### src/rtl/pipe_hazard_ctrl.sv
// Pipeline hazard controller: load-use stall, branch flush,
// data-memory wait and optional timeout halt.
//
// Ports: clk, resetl (async active-low); ID/EX/MEM hazard inputs
// (id_rn, id_rm, id_uses_rm, ex_rd, ex_memread, mem_memread,
// mem_memwrite, dmem_ready, mem_branch_taken); per-register load
// enables and flushes, pc_sel_branch, stall_cnt, err_timeout.
// Macro PIPE_HAZARD_CTRL_TIMEOUT_EN adds the memory-wait timeout.
module pipe_hazard_ctrl #(
  parameter int unsigned TIMEOUT_CYCLES = 255
) (
  input  logic        clk,
  input  logic        resetl,
  input  logic [4:0]  id_rn,
  input  logic [4:0]  id_rm,
  input  logic        id_uses_rm,
  input  logic [4:0]  ex_rd,
  input  logic        ex_memread,
  input  logic        mem_memread,
  input  logic        mem_memwrite,
  input  logic        dmem_ready,
  input  logic        mem_branch_taken,
  output logic        pc_en,
  output logic        ifid_en,
  output logic        idex_en,
  output logic        exmem_en,
  output logic        memwb_en,
  output logic        ifid_flush,
  output logic        idex_flush,
  output logic        exmem_flush,
  output logic        memwb_flush,
  output logic        pc_sel_branch,
  output logic [31:0] stall_cnt,
  output logic        err_timeout
);

  typedef enum logic [1:0] {
    RUN, LOAD_USE, MEM_WAIT, HALT
  } state_t;

  state_t state, state_nx;
  logic   mem_busy;
  logic   lu_hazard;
  logic   timeout_hit;

  if (TIMEOUT_CYCLES < 1 || TIMEOUT_CYCLES > 65535) begin : g_bad_to
    $error("TIMEOUT_CYCLES out of range 1..65535");
  end

  assign mem_busy = (mem_memread | mem_memwrite) & ~dmem_ready;

  // r31 is the zero register: never a real dependency.
  assign lu_hazard = ex_memread & (ex_rd != 5'd31) &
                     ((ex_rd == id_rn) |
                      (id_uses_rm & (ex_rd == id_rm)));

  always_comb begin
    state_nx      = state;
    pc_en         = 1'b1;
    ifid_en       = 1'b1;
    idex_en       = 1'b1;
    exmem_en      = 1'b1;
    memwb_en      = 1'b1;
    ifid_flush    = 1'b0;
    idex_flush    = 1'b0;
    exmem_flush   = 1'b0;
    memwb_flush   = 1'b0;
    pc_sel_branch = 1'b0;
    unique case (state)
      RUN, MEM_WAIT: begin
        if (mem_busy) begin
          {pc_en, ifid_en, idex_en} = 3'b000;
          {exmem_en, memwb_en}      = 2'b00;
          memwb_flush               = 1'b1;
          state_nx = timeout_hit ? HALT : MEM_WAIT;
        end else if (mem_branch_taken) begin
          pc_sel_branch = 1'b1;
          ifid_flush    = 1'b1;
          idex_flush    = 1'b1;
          exmem_flush   = 1'b1;
          state_nx      = RUN;
        end else if (lu_hazard) begin
          pc_en      = 1'b0;
          ifid_en    = 1'b0;
          idex_flush = 1'b1;
          // A wait that just completed returns to RUN directly.
          state_nx   = (state == RUN) ? LOAD_USE : RUN;
        end else begin
          state_nx = RUN;
        end
      end
      LOAD_USE: begin
        if (mem_busy) begin
          {pc_en, ifid_en, idex_en} = 3'b000;
          {exmem_en, memwb_en}      = 2'b00;
          memwb_flush               = 1'b1;
          state_nx                  = MEM_WAIT;
        end else begin
          state_nx = RUN;
        end
      end
      HALT: begin
        {pc_en, ifid_en, idex_en} = 3'b000;
        {exmem_en, memwb_en}      = 2'b00;
      end
      default: state_nx = RUN;
    endcase
    // Reset holds every register in its bubble contents.
    if (!resetl) begin
      {pc_en, ifid_en, idex_en} = 3'b000;
      {exmem_en, memwb_en}      = 2'b00;
      ifid_flush    = 1'b1;
      idex_flush    = 1'b1;
      exmem_flush   = 1'b1;
      memwb_flush   = 1'b1;
      pc_sel_branch = 1'b0;
    end
  end

  always_ff @(posedge clk or negedge resetl) begin
    if (!resetl) begin
      state     <= RUN;
      stall_cnt <= '0;
    end else begin
      state <= state_nx;
      if (!pc_en && stall_cnt != 32'hFFFF_FFFF)
        stall_cnt <= stall_cnt + 32'd1;
    end
  end

`ifdef PIPE_HAZARD_CTRL_TIMEOUT_EN
  logic [15:0] wait_cnt;

  // Only meaningful while waiting; RUN never reaches it.
  assign timeout_hit = (state == MEM_WAIT) &&
    ({1'b0, wait_cnt} + 17'd1 == 17'(TIMEOUT_CYCLES));

  always_ff @(posedge clk or negedge resetl) begin
    if (!resetl)
      wait_cnt <= '0;
    else if (state == MEM_WAIT)
      wait_cnt <= wait_cnt + 16'd1;
    else
      wait_cnt <= '0;
  end

  assign err_timeout = (state == HALT);
`else
  assign timeout_hit = 1'b0;
  assign err_timeout = 1'b0;
`endif

endmodule

### config.mk
export PLATFORM = sky130hd
export DESIGN_NAME = pipe_hazard_ctrl
export DESIGN_NICKNAME = d
export VERILOG_FILES = /design/src/rtl/pipe_hazard_ctrl.sv
export SDC_FILE = /design/constraint.sdc
export NUM_CORES = 1
export LEC_CHECK = 0
export CORE_ASPECT_RATIO = 1.2
export CORE_MARGIN = 1
export CORE_UTILIZATION = 45
export DETAILED_ROUTE_END_ITERATION = 16
export PLACE_DENSITY = 0.79
export RECOVER_POWER = 50
export SYNTH_ARGS = -nofsm -noshare
export SYNTH_HDL_FRONTEND = slang
export SYNTH_SLANG_ARGS = --single-unit
### constraint.sdc
create_clock -name clk -period 2.3 [get_ports clk]
set_input_delay 0.69 -clock clk [delete_from_list [all_inputs] [get_ports clk]]
set_output_delay 0.69 -clock clk [all_outputs]
set_load 0.005 [all_outputs]
==> reports/summary.txt <==
Status -> finished with violations
Failing checks -> negative setup slack
CP max stage cell -> o22ai_2
Share of cells above drive strength 1 -> 32.01%
Total Power -> 1166 uW
CTS tree -> done
Vias -> 1780
CP endpoint kind -> output pin
Most Frequent Cell on Critical Path -> nand3_1
Syn Area/Cell -> 10.25 um^2
Ys async rst share -> 100.0%
Buf+Inv Stages, Crit Path -> 3
Primary FF master, synth -> dfrtp_1
Num rows -> 25
FILL cells -> 305
DRC -> 0
Sequential area share after synthesis -> 43.93%
Commonest non-fill, non-tap cell in the layout -> dfrtp_1
Final Cycle Share -> 105.8%
Yosys warns -> 0
CP max FO -> 2
DR WL/cell -> 14.52 um
Leak pwr -> 0.001304 uW
Final Net Count -> 301
Core ar. -> 0.004035 mm^2
Antenna violations before repair -> 0
Final setup vio count -> 4
Buffer depth of the longest clock path -> 2
WP data arrival -> 1740 ps
Initial Util -> 48.00%
Antenna cell count -> 0
Crit Path Class -> input port to output pin
Largest net degree at the start of global routing -> 35
GPL Wtd Cong -> 0.7443
Mapped cell area -> 0.001937 mm^2
DP Cell Count -> 311
WL final -> 4820 um
Crit start category -> input port
First-pass GRT wire length -> 7776 um
Mapped Cells -> 189
Critical path's top delay family -> buffers and inverters
EDFF count, synth -> 0
Commonest cells after routing, fill and taps aside -> dfrtp_1, clkdlybuf4s50_1, xnor2_1, buf_4, nand3_1
CP required -> 1610 ps
1st-iter DRT viols -> 38
Final Critical Period -> 2434 ps
Mapped Nets -> 213
Total GRT Usage -> 23.21%
Max Fclk -> 0.4108 GHz
Max-cap violations -> 0
DRT Pass-1 Iters -> 4
Rel. slew slack -> 45.58%
Post-route ant nets -> 0
Vias/cell -> 5.361
Chip Height -> 73.87 um
Gr ovfl total -> 0
Flops & latches, synth -> 34
Final instance area -> 0.002897 mm^2
Peak supply drop -> 0.4413 mV
Final core utilization -> 71.78%
IO buf count -> 64
TritonCTS buffer count -> 5
Worst-Margin Slew -> 816.3 ps
Die ar. -> 0.004572 mm^2
Clock sinks -> 34
Crit path setup slack, layout -> -134.4 ps
Worst hold path class -> flip-flop to flip-flop
Detailed placement HPWL -> 3180 um
Setup TNS -> -351.8 ps
I/O Pins -> 66
Clock Skews -> 3.865 ps
Max H-tree Level -> 2
Placed inst area -> 0.002678 mm^2
RSZ-0062 raised after global routing -> yes
Power Dens Cells -> 402.5 mW/mm^2
Worst skew pair latency -> 290 ps
Fin. Hold Viols -> 0
FF+latch area -> 850.8 um^2
Fin cells -> 332
Final slew viol count -> 0
Root Driver -> clkbuf_8
Area added between synthesis and finish -> 49.55%
Worst-path clk slew -> 70 ps
Chip Width -> 61.89 um
Number of library cell types mapped by synthesis -> 39
Crit path cell chain -> buf_6, xnor2_2, nand3_1, o22ai_2, buf_4, nand3b_1, nand3_1, buf_2
Number of global-route vias before repair -> 1782
Multi-input gate area -> 0.001105 mm^2
Max incr delay on CP -> 220 ps
[per-layer routing]
layer  vias up  wire length [um]  GRT usage [%]
li1        837                 -              -
met2        67              2453          40.86
met3         4               353          6.338
met4         0                47          7.407
met5         -                 0              0
met1       872              1966          26.62
[timing repair]
action                                  CTS  global route
setup buffers                            12             1
endpoints found under the setup margin   42            10
hold buffers                              0             0
gates resized for setup                 121             7
pin swaps                                22             3
[final cells by class]
cell class,count,area share (%)
clock inverter,1,0.1728
clock buffer,7,2.981
multi-input combinational,142,38.14
timing repair buffer,91,26.61
tap,54,2.333
sequential,34,29.37
inverter,3,0.3888
[report_power, final]
group,internal [uW],switching (uW),total (uW)
clock network,241,214,455
registers,598,0.107,598
logic,62.3,50.3,113
total,902,264,1170
[sequential cells by signal (all words and copies together) (netlist names)]
signal     flops
stall_cnt     32
state          2
[synthesized netlist by cell type (all sizes together) (3+ instances only)]
cell type / instances / area (um^2)
xnor2: 38 / 332.8
nand2: 13 / 48.80
and3: 14 / 92.59
nor2: 6 / 22.52
nand4: 13 / 106.4
dfrtp: 34 / 850.8
and2: 4 / 25.02
and4: 4 / 37.54
nand3: 25 / 155.2
inv: 3 / 11.26
buf: 10 / 72.57
nor3: 3 / 15.01
[path summary, 6_finish.rpt]
| kind | to | slack [ps] | cells past startpoint | startpoint |
|---|---|---|---|---|
| worst max-delay path | idex_flush | -130 | 8 | id_rn[1] |
| worst min-delay path | state[0] | 470 | 1 | state[1] |
| worst max register to register | stall_cnt[13] | 150 | 7 | stall_cnt[0] |
| worst min register to register | state[0] | 470 | 1 | state[1] |
| max in group asynchronous | stall_cnt[3] | 1000 | 2 | resetl |
| min in group asynchronous | stall_cnt[19] | 790 | 2 | resetl |
[stage by stage]
| stage | setup WS, ps | hold WS [ps] |
|---|---|---|
| floorplan | 81.30 | 394.4 |
| global placement | -836.6 | 450.9 |
| detailed placement | -875.3 | 457.9 |
| CTS | -28.21 | 469.0 |
| global route | -178.3 | 506.6 |
| finish | -134.4 | 469.7 |
[worst reg2reg max path, delay by kind of cell, from the launching register on]
family | cells | cell delay (ps)
flops | 1 | 400
fa+ha+maj | 1 | 180
xor+xnor | 1 | 120
simple gates | 5 | 1370
[logic make-up (layout without fill, tap and decap cells)]
logic type,Yosys count,in the layout,share of synthesized area [%]
and+or+nand+nor,91,91,29.39
xor gates and xnor gates,40,40,18.09
DFF,34,34,43.93
buffers and inverters,13,102,4.328
AOI/OAI and AO/OA,8,8,2.843
adders and majority gates,1,1,0.6459
other,1,1,0.1936
muxes,1,1,0.5814
No activity file was read; power rests on OpenSTA's default activity.
